`config.mk`:
```
export PLATFORM = sky130hd
export DESIGN_NAME = rtc_secuenciador
export DESIGN_NICKNAME = d
export VERILOG_FILES = /design/src/rtl/rtc_pkg.sv /design/src/rtl/rtc_refresh_timer.sv /design/src/rtl/rtc_secuenciador.sv
export SDC_FILE = /design/constraint.sdc
export NUM_CORES = 1
export LEC_CHECK = 0
export ABC_CLOCK_PERIOD_IN_PS = 2550
export BUFFER_PORTS_ARGS = -buffer_cell sky130_fd_sc_hd__clkbuf_2
export CORE_ASPECT_RATIO = 1.5
export CORE_UTILIZATION = 42
export CTS_BUF_LIST = sky130_fd_sc_hd__clkbuf_16
export CTS_CLUSTER_DIAMETER = 30
export DETAILED_ROUTE_END_ITERATION = 10
export MAX_ROUTING_LAYER = met4
export PLACE_DENSITY = 0.73
export SYNTH_ARGS = -nofsm -noshare
export SYNTH_HDL_FRONTEND = slang
export SYNTH_SLANG_ARGS = --single-unit
```
`constraint.sdc`:
```
create_clock -name reloj -period 2.55 [get_ports reloj]
set_clock_uncertainty 0.05 [all_clocks]
set_input_delay 0 -clock reloj [delete_from_list [all_inputs] [get_ports reloj]]
set_output_delay 0 -clock reloj [all_outputs]
set_load 0.02 [all_outputs]
```
`src/rtl/rtc_pkg.sv`:
```
// Shared constants, state encoding and read-sweep address table for the RTC
// transaction sequencer.
package rtc_pkg;

  localparam int unsigned ADDR_W = 8;
  localparam int unsigned DATA_W = 8;
  localparam int unsigned TMR_W  = 12;
  localparam int unsigned IDX_W  = 3;
  localparam int unsigned RD_TABLE_LEN = 6;

  // Power-up init: two writes to the control register.
  localparam logic [ADDR_W-1:0] INIT_ADDR  = 8'h02;
  localparam logic [DATA_W-1:0] INIT0_DATA = 8'h10;
  localparam logic [DATA_W-1:0] INIT1_DATA = 8'h00;

  typedef enum logic [1:0] {
    INIT0,
    INIT1,
    INITW,
    IDLE
  } state_e;

  // Read sweep order: seconds, minutes, hours, day, month, year.
  function automatic logic [ADDR_W-1:0] rd_table(input logic [IDX_W-1:0] idx);
    logic [ADDR_W-1:0] a;
    case (idx)
      3'd0:    a = 8'h21;
      3'd1:    a = 8'h22;
      3'd2:    a = 8'h23;
      3'd3:    a = 8'h24;
      3'd4:    a = 8'h25;
      3'd5:    a = 8'h26;
      default: a = 8'h21;
    endcase
    return a;
  endfunction

endpackage

```
`src/rtl/rtc_refresh_timer.sv`:
```
// Frame-tick counter that wraps every REFRESH_FRAMES ticks and flags the wrap
// in the same cycle as the frame_tick that causes it.
module rtc_refresh_timer
  import rtc_pkg::*;
#(
  parameter int unsigned REFRESH_FRAMES = 3125
) (
  input  logic reloj,
  input  logic resetM,
  input  logic frame_tick,
  output logic wrap
);

  localparam logic [TMR_W-1:0] LAST = TMR_W'(REFRESH_FRAMES - 1);

  logic [TMR_W-1:0] cnt_q, cnt_d;

  assign wrap = frame_tick && (cnt_q == LAST);

  // Advance on every frame boundary, wrapping after the last count.
  always_comb begin
    cnt_d = cnt_q;
    if (frame_tick) begin
      if (cnt_q == LAST) cnt_d = '0;
      else               cnt_d = cnt_q + 1'b1;
    end
  end

  // Counter register.
  always_ff @(posedge reloj or negedge resetM) begin
    if (!resetM) cnt_q <= '0;
    else         cnt_q <= cnt_d;
  end

endmodule

```
`src/rtl/rtc_secuenciador.sv`:
```
// RTC bus transaction sequencer: picks the transaction for each bus frame
// (init writes, user writes, periodic read sweep) and returns read data.
module rtc_secuenciador
  import rtc_pkg::*;
#(
  parameter int unsigned FRAME_CYC      = 32,
  parameter int unsigned REFRESH_FRAMES = 3125,
  parameter int unsigned N_RD           = 6
) (
  input  logic              reloj,
  input  logic              resetM,
  input  logic              frame_tick,
  input  logic              wr_req,
  input  logic [ADDR_W-1:0] wr_addr,
  input  logic [DATA_W-1:0] wr_data,
  output logic              wr_ack,
  input  logic [DATA_W-1:0] rd_data_in,
  output logic [ADDR_W-1:0] bus_addr,
  output logic [DATA_W-1:0] bus_wdata,
  output logic              le,
  output logic              bus_active,
  output logic              rd_valid,
  output logic [ADDR_W-1:0] rd_addr,
  output logic [DATA_W-1:0] rd_data,
  output logic              init_done,
  output logic              busy
);

  if (FRAME_CYC < 2 || N_RD < 1 || N_RD > RD_TABLE_LEN) begin : g_param_check
    $error("rtc_secuenciador: unsupported FRAME_CYC/N_RD");
  end

  localparam logic [IDX_W-1:0] LAST_IDX = IDX_W'(N_RD - 1);

  state_e            state_q, state_d;
  logic [ADDR_W-1:0] addr_q, addr_d;
  logic [DATA_W-1:0] wdata_q, wdata_d;
  logic              le_q, le_d;
  logic              act_q, act_d;
  logic              ack_q, ack_d;
  logic              rv_q, rv_d;
  logic [ADDR_W-1:0] ra_q, ra_d;
  logic [DATA_W-1:0] rdt_q, rdt_d;
  logic              idn_q, idn_d;
  logic [IDX_W-1:0]  idx_q, idx_d;
  logic              swa_q, swa_d;
  logic              swp_q, swp_d;
  logic              consume;
  logic              wrap;

  rtc_refresh_timer #(
    .REFRESH_FRAMES(REFRESH_FRAMES)
  ) u_timer (
    .reloj     (reloj),
    .resetM    (resetM),
    .frame_tick(frame_tick),
    .wrap      (wrap)
  );

  // Frame-boundary decision: read return, init sequence and arbitration.
  // A pending sweep is consumed when it starts, so a wrap arriving mid-sweep
  // stays latched and launches the next sweep once this one finishes.
  always_comb begin
    state_d = state_q;
    addr_d  = addr_q;
    wdata_d = wdata_q;
    le_d    = le_q;
    act_d   = act_q;
    ack_d   = 1'b0;
    rv_d    = 1'b0;
    ra_d    = ra_q;
    rdt_d   = rdt_q;
    idn_d   = idn_q;
    idx_d   = idx_q;
    swa_d   = swa_q;
    consume = 1'b0;

    if (frame_tick) begin
      if (act_q && le_q) begin
        rv_d  = 1'b1;
        ra_d  = addr_q;
        rdt_d = rd_data_in;
      end

      case (state_q)
        INIT0: begin
          addr_d  = INIT_ADDR;
          wdata_d = INIT0_DATA;
          le_d    = 1'b0;
          act_d   = 1'b1;
          state_d = INIT1;
        end
        INIT1: begin
          addr_d  = INIT_ADDR;
          wdata_d = INIT1_DATA;
          le_d    = 1'b0;
          act_d   = 1'b1;
          state_d = INITW;
        end
        INITW: begin
          le_d    = 1'b1;
          act_d   = 1'b0;
          idn_d   = 1'b1;
          state_d = IDLE;
        end
        IDLE: begin
          if (wr_req) begin
            addr_d  = wr_addr;
            wdata_d = wr_data;
            le_d    = 1'b0;
            act_d   = 1'b1;
            ack_d   = 1'b1;
          end else if (swa_q || swp_q) begin
            addr_d  = rd_table(idx_q);
            le_d    = 1'b1;
            act_d   = 1'b1;
            consume = !swa_q;
            if (idx_q == LAST_IDX) begin
              idx_d = '0;
              swa_d = 1'b0;
            end else begin
              idx_d = idx_q + 1'b1;
              swa_d = 1'b1;
            end
          end else begin
            le_d  = 1'b1;
            act_d = 1'b0;
          end
        end
        default: state_d = INIT0;
      endcase
    end

    swp_d = (swp_q && !consume) || wrap;
  end

  // Sequencer state and registered bus/return outputs.
  always_ff @(posedge reloj or negedge resetM) begin
    if (!resetM) begin
      state_q <= INIT0;
      addr_q  <= '0;
      wdata_q <= '0;
      le_q    <= 1'b1;
      act_q   <= 1'b0;
      ack_q   <= 1'b0;
      rv_q    <= 1'b0;
      ra_q    <= '0;
      rdt_q   <= '0;
      idn_q   <= 1'b0;
      idx_q   <= '0;
      swa_q   <= 1'b0;
      swp_q   <= 1'b0;
    end else begin
      state_q <= state_d;
      addr_q  <= addr_d;
      wdata_q <= wdata_d;
      le_q    <= le_d;
      act_q   <= act_d;
      ack_q   <= ack_d;
      rv_q    <= rv_d;
      ra_q    <= ra_d;
      rdt_q   <= rdt_d;
      idn_q   <= idn_d;
      idx_q   <= idx_d;
      swa_q   <= swa_d;
      swp_q   <= swp_d;
    end
  end

  assign bus_addr   = addr_q;
  assign bus_wdata  = wdata_q;
  assign le         = le_q;
  assign bus_active = act_q;
  assign wr_ack     = ack_q;
  assign rd_valid   = rv_q;
  assign rd_addr    = ra_q;
  assign rd_data    = rdt_q;
  assign init_done  = idn_q;
  assign busy       = !idn_q || swa_q || swp_q || wr_req;

endmodule

```
# After elaboration in Yosys (flattened, before gate mapping)
# Cells that the tools add are included.
# totals
latch_bits,0
ramBits,0
mem_count,0
in_bits,28
output_inout_bits,38
elab_cells,74
mem_bits_ro,0
regBits,56
# classes
n_bitwise,1
n_eq_ne,11
shifts,0
n_mul,0
order_cmp,0
n_div,0
add_sub_neg,2
muxes,24
n_reduce_logical,22
# ops
op,count
2-to-1 mux 8 bit,3
one-hot mux 8 bit (3 select lines),1
one-hot mux 8 bit (2 select lines),1
one-hot mux 3 bit (5 select lines),1
2-to-1 mux 1 bit,13
adder 12 x 1 -> 12 bit (second input constant),1
== test 12 bit (second input constant),1
2-to-1 mux 12 bit,1
== test 3 x 2 -> 1 bit (second input constant),2
== test 3 bit (second input constant),2
one-hot mux 1 bit (3 select lines),2
one-hot mux 2 bit (3 select lines),1
AND reduction 2 bit,3
AND reduction 3 bit,2
nonzero test 3 bit,2
logical OR 1 bit,5
== test 2 bit (second input constant),2
AND reduction 4 bit,1
adder 3 x 1 -> 3 bit (second input constant),1
== test 3 x 1 -> 1 bit (second input constant),1
logical AND 1 bit,3
zero test 1 bit,3
2-to-1 mux 3 bit,1
inequality test 3 bit (second input constant),1
other kinds (6),6

# Logic depth before layout (Yosys ltp)
# Gate-level depths: netlist of the first run.
# logic_depth
word_depth,8
depth_mapped,7
ltp_nobuf,6

# By module
# Synthesis of the first run repeated with hierarchy kept, for this count alone.
# unflattened
hier_cells,213
hier_area_um2,2571.2
# modules_own_cells
mod,n_inst,cells_each,seq_area_each_um2,area_per_inst_um2
rtc_secuenciador,1,152,1102.3,1915.6
rtc_refresh_timer,1,61,300.3,655.6

# Worst setup path before layout of the first run
# Ideal clock, no wire load.
# synth_path
kind,reg2reg
from,register u_timer.cnt_q[6]
to,register u_timer.cnt_q[11]
t_required_ns,2.376
arrival_ns,1.910
synth_period_minus_slack_ns,2.084
stages_incl_launch_ff,6
setup_ns,0.124
n_path_buf,1
setup_slack_ns,0.466
path_cell_list,dfrtp_1 -> or4b_1 -> or4_1 -> buf_2 -> and3_1 -> a211o_1
# synth_via
elab_chain_cells,2
word_cells_on_any_way,3
cone_classes,1 x add/sub; 1 x eq/ne; 1 x mux
# synth_lines
item,line,rtl
start: declaration,rtc_refresh_timer.sv:16,"logic [TMR_W-1:0] cnt_q, cnt_d;"
start signal: assignment,rtc_refresh_timer.sv:32,else cnt_q <= cnt_d;
adder 12 x 1 -> 12 bit / == test 12 bit (equally long branches),"rtc_refresh_timer.sv:25, rtc_refresh_timer.sv:24",
2-to-1 mux 12 bit *,rtc_refresh_timer.sv:24,if (cnt_q == LAST) cnt_d = '0;
# Mark *: on every way between the ends. The rest lies on a longest branch, timed or not.
# A chain may end at the register's enable or synchronous reset.

# Worst setup path in the final report of the first run
# Same ends and word-level chain as after synthesis.

==> flow_metrics.py, run 1 <==
metrics = {
    "status": {
        "status": "complete, no violations",
    },
    "global_routing": {
        "grt_usage": 0.182,
        "grt_pass1_vias": 1784,
        "grt_pass1_wl_mm": 8.21,
        "grt_max_degree": 57,
        "globalRoute.totalOverflow": 0,
        "antenna_found_initial": 0,
    },
    "floorplan": {
        "die_h_um": 95.6,
        "io_pins": 66,
        "std_cell_rows": 33,
        "die_area_um2": 6150,
        "coreArea_um2": 5530,
        "start_util": 0.443,
        "fp.dieW_um": 64.4,
    },
    "worst_setup_path": {
        "cp_max_fo": 6,
        "worstSetupEndpointType": "flop",
        "critical_path_required_ps": 2670,
        "critical_path_arrival_ps": 2300,
        "timing_worst_setup_path_type": "flop to flop",
        "startpoint_type": "flop",
    },
    "logic_synthesis": {
        "avgSynthCellArea_um2": 11.6,
        "synthCells": 212,
        "postSynthNetCount": 248,
        "synth_top_cell_area_share": 0.561,
        "synth_area_um2": 2450,
        "synth_cell_types": 40,
        "async_flop_share": 1.00,
        "synth_edf_count": 0,
        "ys.flop_type": "dfrtp_1",
        "ys_seq_elements": 56,
        "seq_area_frac_synth": 0.572,
        "synth_warnings": 0,
        "yosysTopAreaCell": "dfrtp_1",
        "ys_top_cells_by_area": "dfrtp_1 (56%), mux2_2 (8.7%), ha_1 (4.1%)",
    },
    "worst_hold_path": {
        "min_path_type": "primary input to flop",
    },
    "clock_tree": {
        "clock_sinks": 56,
        "cts_tree": "built",
        "htree_levels": 2,
        "clock_path_buffers": 2,
        "cts.clk_slew.worst_paths_ps": 70,
        "numCtsBuffers": 5,
        "cts-root-buf": "clkbuf_16",
        "clk_latency_ps": 290,
        "cts.repair.resized": 0,
    },
    "timing": {
        "fin_tns_setup_ps": 0,
        "timing.hold.ws_ps": 37.1,
        "slew-limit-headroom": 0.463,
        "setup_violations": 0,
        "finalMaxSlewViolations": 0,
        "grt_setup_unrepaired": "false",
        "fin_crit_ps": 2170,
        "period_share": 0.852,
        "tightest_slew_ps": 803,
        "hold_viol": 0,
        "fmax_mhz": 460,
    },
    "finish": {
        "diodes": 0,
        "drive_above_1_share": 0.325,
        "area_delta_synth_final_pct": 33.3,
        "fin_nets": 340,
    },
    "routing": {
        "route.detailed.drc": 0,
        "num_vias": 1916,
        "wl_per_cell_um": 13.3,
        "ant_nets": 0,
        "drt_pre_antenna_iters": 4,
        "wirelength_mm": 5.00,
        "drtIter0Drc": 118,
        "viasPerCell": 5.11,
    },
    "placement": {
        "port_buffers": 65,
        "dp_hpwl_mm": 3.53,
        "gp_congestion": 0.823,
    },
    "job": {
        "drv_cap": 0,
    },
    "power_and_ir_drop": {
        "vdd_drop_max_mv": 0.514,
        "power_density_nw_per_um2": 964,
        "p_leak_uw": 0.00162,
    },
}
-- kinds of logic (layout without fill, tap and decap cells) --
logic type / count (synthesis) / in the layout / share of synthesized area
and+or+nand+nor: 61 / 61 / 0.127
DFF: 56 / 56 / 0.572
AOI/OAI and AO/OA: 43 / 43 / 0.121
muxes: 20 / 20 / 0.0913
buffers and inverters: 19 / 112 / 0.0296
adders and majority gates: 8 / 8 / 0.0408
xor gates and xnor gates: 5 / 5 / 0.0179
-- critical path: stages, from the launching register on --
cell and delay [ps]:
dfrtp_1 430, or4b_1 510, or4_1 580, and3_1 210
a211o_1 270
-- report_power, final --
group          leakage [uW]  total [uW]  internal, uW  switching, uW
registers          0.000706        1350          1150            193
logic              0.000830        1040           434            609
clock network     0.0000798         762           461            301
-- metrics by stage --
stage                     area, um^2  std cells  worst slack, ps   util  total power, uW
after floorplan                 2450        212              466      -             2010
after global placement          2860        343              433  0.517             2340
after detailed placement        2860        343              388  0.517             2390
after CTS                       3270        375              370  0.591             3190
after global routing            3270        375              321  0.591             3340
final                           3270        375              378  0.591             3150
-- synthesized netlist by cell type, types with 2 or more instances --
master	count
dfrtp_1	55
clkbuf_1	6
nand3_1	7
a21oi_1	4
nor2_1	9
o211ai_1	2
o31ai_1	4
o21ai_0	13
nand2_1	18
a22o_1	11
xnor2_1	4
nand2b_1	5
nor3_1	4
inv_1	12
mux2_2	19
nand3b_1	2
and3_1	2
ha_1	8
nor4_1	2
nor2b_1	2
nand4_1	4
-- state kept, by name, summed over array words and instances (netlist names) --
signal         flops
init_done          1
bus_addr           8
rd_addr            8
swa_q              1
bus_active         1
rd_valid           1
le                 1
state_q            2
u_timer.cnt_q     12
rd_data            8
idx_q              3
swp_q              1
wr_ack             1
bus_wdata          8
-- worst paths after layout --
path	startpoint	endpoint	slack, ps	cells after the start
max in group asynchronous	resetM	state_q[0]$_DFFE_PN0P_	1680	3
worst max-delay path	u_timer.cnt_q[6]$_DFFE_PN0P_	u_timer.cnt_q[11]$_DFFE_PN0P_	380	4
min in group asynchronous	resetM	u_timer.cnt_q[7]$_DFFE_PN0P_	320	3
worst min register to register	bus_wdata[4]$_DFFE_PN0P_	bus_wdata[4]$_DFFE_PN0P_	440	2
worst max register to register	u_timer.cnt_q[6]$_DFFE_PN0P_	u_timer.cnt_q[11]$_DFFE_PN0P_	380	4
worst min-delay path	wr_req	wr_ack$_DFF_PN0_	40	2
-- what timing repair did --
item,4_1_cts,5_1_grt
endpoints found under the hold margin,78,0
buffers inserted,0,0
endpoints found under the setup margin,0,0
hold buffers,24,0
-- cell type report --
type                    instances  area (um^2)
clock buffers                   5          125
inverters                      12         45.0
repair buffers                 92          588
fillers                       468         2260
multi-input cells             137          977
flip-flops and latches         56         1400
clock inverters                 3         42.5
well taps                      70         87.6
-- layer usage --
layer	GRT usage	vias to the layer above	share of wire
li1	-	937	-
met1	0.198	922	0.42
met2	0.321	48	0.53
met3	0.0371	9	0.038
met4	0.0741	0	0.015
met5	-	-	0
-- cell usage in the layout, fill, tap and decap left out, types with 2 or more instances in the layout --
cell	instances
a21oi_1	4
a22o_1	11
and3_1	2
buf_4	3
clkbuf_16	5
clkbuf_2	65
dfrtp_1	55
dlygate4sd3_1	24
ha_1	8
inv_1	12
mux2_2	19
nand2_1	18
nand2b_1	5
nand3_1	7
nand3b_1	2
nand4_1	4
nor2_1	9
nor2b_1	2
nor3_1	4
nor4_1	2
o211ai_1	2
o21ai_0	13
o31ai_1	4
xnor2_1	4
(Power assumes the default switching activity.)
==> run 2, diff against run 1 <==
--- a/config.mk
+++ b/config.mk
@@ -14,6 +14,7 @@
 export DETAILED_ROUTE_END_ITERATION = 10
 export MAX_ROUTING_LAYER = met4
 export PLACE_DENSITY = 0.73
+export REMOVE_ABC_BUFFERS = 1
 export SYNTH_ARGS = -nofsm -noshare
 export SYNTH_HDL_FRONTEND = slang
 export SYNTH_SLANG_ARGS = --single-unit
==> run 2 against run 1 <==
Net effect:
- worst setup slack worse by 12 ps
- final area is 1.1% higher
- combinational power hardly changed
- die area stayed put
- register-to-register slack hardly changed
- count of clock-buffer cells in the layout stayed put
- maximum frequency is 0.53% lower
- cell count is 0.53% higher
- sequential share of layout area is 0.47 points lower
- sequential power hardly changed
- sequential cell count stayed put
- critical path type unchanged
- critical endpoint is now u_timer.cnt_q[2]$_DFFE_PN0P_
- largest cell class unchanged
==> flow_metrics.py, run 2 (same netlist as run 1, synthesis figures left out) <==
metrics = {
    "timing": {
        "grt_setup_unrepaired": "false",
        "fin_crit_ps": 2180,
        "setup_violations": 0,
        "slew-limit-headroom": 0.646,
        "timing.hold.ws_ps": 15.4,
        "finalMaxSlewViolations": 0,
        "fin_tns_setup_ps": 0,
        "tightest_slew_ps": 531,
        "hold_viol": 0,
        "period_share": 0.856,
        "fmax_mhz": 458,
    },
    "floorplan": {
        "die_h_um": 95.6,
        "start_util": 0.443,
        "coreArea_um2": 5530,
        "die_area_um2": 6150,
        "std_cell_rows": 33,
        "io_pins": 66,
        "fp.dieW_um": 64.4,
    },
    "power_and_ir_drop": {
        "vdd_drop_max_mv": 0.457,
        "power_density_nw_per_um2": 989,
        "p_leak_uw": 0.00164,
        "power.total_uw": 3270,
    },
    "finish": {
        "fin_nets": 342,
        "final_common_cell": "clkbuf_2",
        "top_register": "u_timer.cnt_q",
        "final_cell_mix": "clkbuf_2 (65), dfrtp_1 (55), dlygate4sd3_1 (24)",
        "area_delta_synth_final_pct": 34.7,
        "drive_above_1_share": 0.326,
        "diodes": 0,
        "largest_register_ffs": 12,
        "final_cells": 377,
        "fin_area_um2": 3300,
    },
    "routing": {
        "num_vias": 1935,
        "wirelength_mm": 5.33,
        "ant_nets": 0,
        "wl_per_cell_um": 14.1,
        "route.detailed.drc": 0,
        "drtIter0Drc": 108,
        "viasPerCell": 5.13,
        "drt_pre_antenna_iters": 4,
    },
    "worst_hold_path": {
        "min-delay-start": "wr_req",
        "min_path_type": "primary input to flop",
    },
    "global_routing": {
        "globalRoute.totalOverflow": 0,
        "antenna_found_initial": 0,
        "grt_pass1_vias": 1910,
        "grt_pass1_wl_mm": 8.91,
        "grt_max_degree": 43,
        "grt_usage": 0.196,
    },
    "clock_tree": {
        "clock_path_buffers": 2,
        "cts-root-buf": "clkbuf_16",
        "cts.repair.resized": 0,
        "cts_tree": "built",
        "clock_sinks": 56,
        "htree_levels": 2,
        "cts.clk_slew.worst_paths_ps": 70,
        "clk_latency_ps": 280,
        "numCtsBuffers": 5,
    },
    "status": {
        "status": "complete, no violations",
    },
    "worst_setup_path": {
        "cp_max_fo": 6,
        "startpoint_type": "flop",
        "reg2reg_slack_ps": 370,
        "crit_start": "u_timer.cnt_q[6]$_DFFE_PN0P_",
        "critical_path_required_ps": 2650,
        "critical_path_arrival_ps": 2280,
        "r2r-start": "u_timer.cnt_q[6]$_DFFE_PN0P_",
        "timing_worst_setup_path_type": "flop to flop",
        "worstSetupEndpointType": "flop",
    },
    "placement": {
        "port_buffers": 65,
        "gp_congestion": 0.789,
        "dp_hpwl_mm": 3.56,
        "dp.cells": 345,
        "dpl_cell_area_um2": 2880,
    },
    "job": {
        "drv_cap": 0,
    },
}
-- run 2: path summary, 6_finish.rpt --
check	to	depth (start not counted)
max	u_timer.cnt_q[2]$_DFFE_PN0P_	4
min	wr_ack$_DFF_PN0_	2
max reg2reg	u_timer.cnt_q[2]$_DFFE_PN0P_	4
min reg2reg	bus_wdata[4]$_DFFE_PN0P_	2
max in group asynchronous	le$_DFFE_PN1P_	3
min in group asynchronous	bus_wdata[2]$_DFFE_PN0P_	2
-- run 2: timing repair --
item / in CTS / in global routing
endpoints found under the hold margin: 37 / 0
setup endpoints to repair: 0 / 0
hold buffers: 24 / 0
setup buffers: 0 / 0
-- run 2: power breakdown --
| group | total (uW) | switching (uW) | internal (uW) | leakage [uW] |
|---|---|---|---|---|
| clock | 848 | 289 | 559 | 0.0000952 |
| sequential | 1360 | 202 | 1150 | 0.000706 |
| combinational | 1060 | 620 | 444 | 0.000839 |
-- run 2: layer usage --
layer	GRT usage	vias up	routed length [um]
met2	0.344	59	2890
li1	-	944	-
met3	0.0407	5	263
met4	0.0611	0	55
met1	0.221	927	2110
met5	-	-	0
-- run 2: layout make-up --
cell class	instances	area [um^2]
Sequential cell	56	1400
Tap cell	70	87.6
Timing Repair Buffer	94	603
Clock inverter	3	63.8
Fill cell	450	2230
Inverter	12	45.0
Clock buffer	5	125
Multi-Input combinational cell	137	977
-- run 2: metrics by stage --
| stage | util | setup WS (ps) |
|---|---|---|
| after CTS | 0.597 | 349 |
| after floorplan | - | 436 |
| after global placement | 0.520 | 412 |
| after global routing | 0.597 | 206 |
| final | 0.597 | 366 |
| after detailed placement | 0.520 | 334 |
-- run 2: worst max-delay path, stage by stage, from the launching register on --
cell and delay (ps):
dfrtp_1 430, or4b_1 520, or4_1 590, nor2_1 300, o311ai_0 150
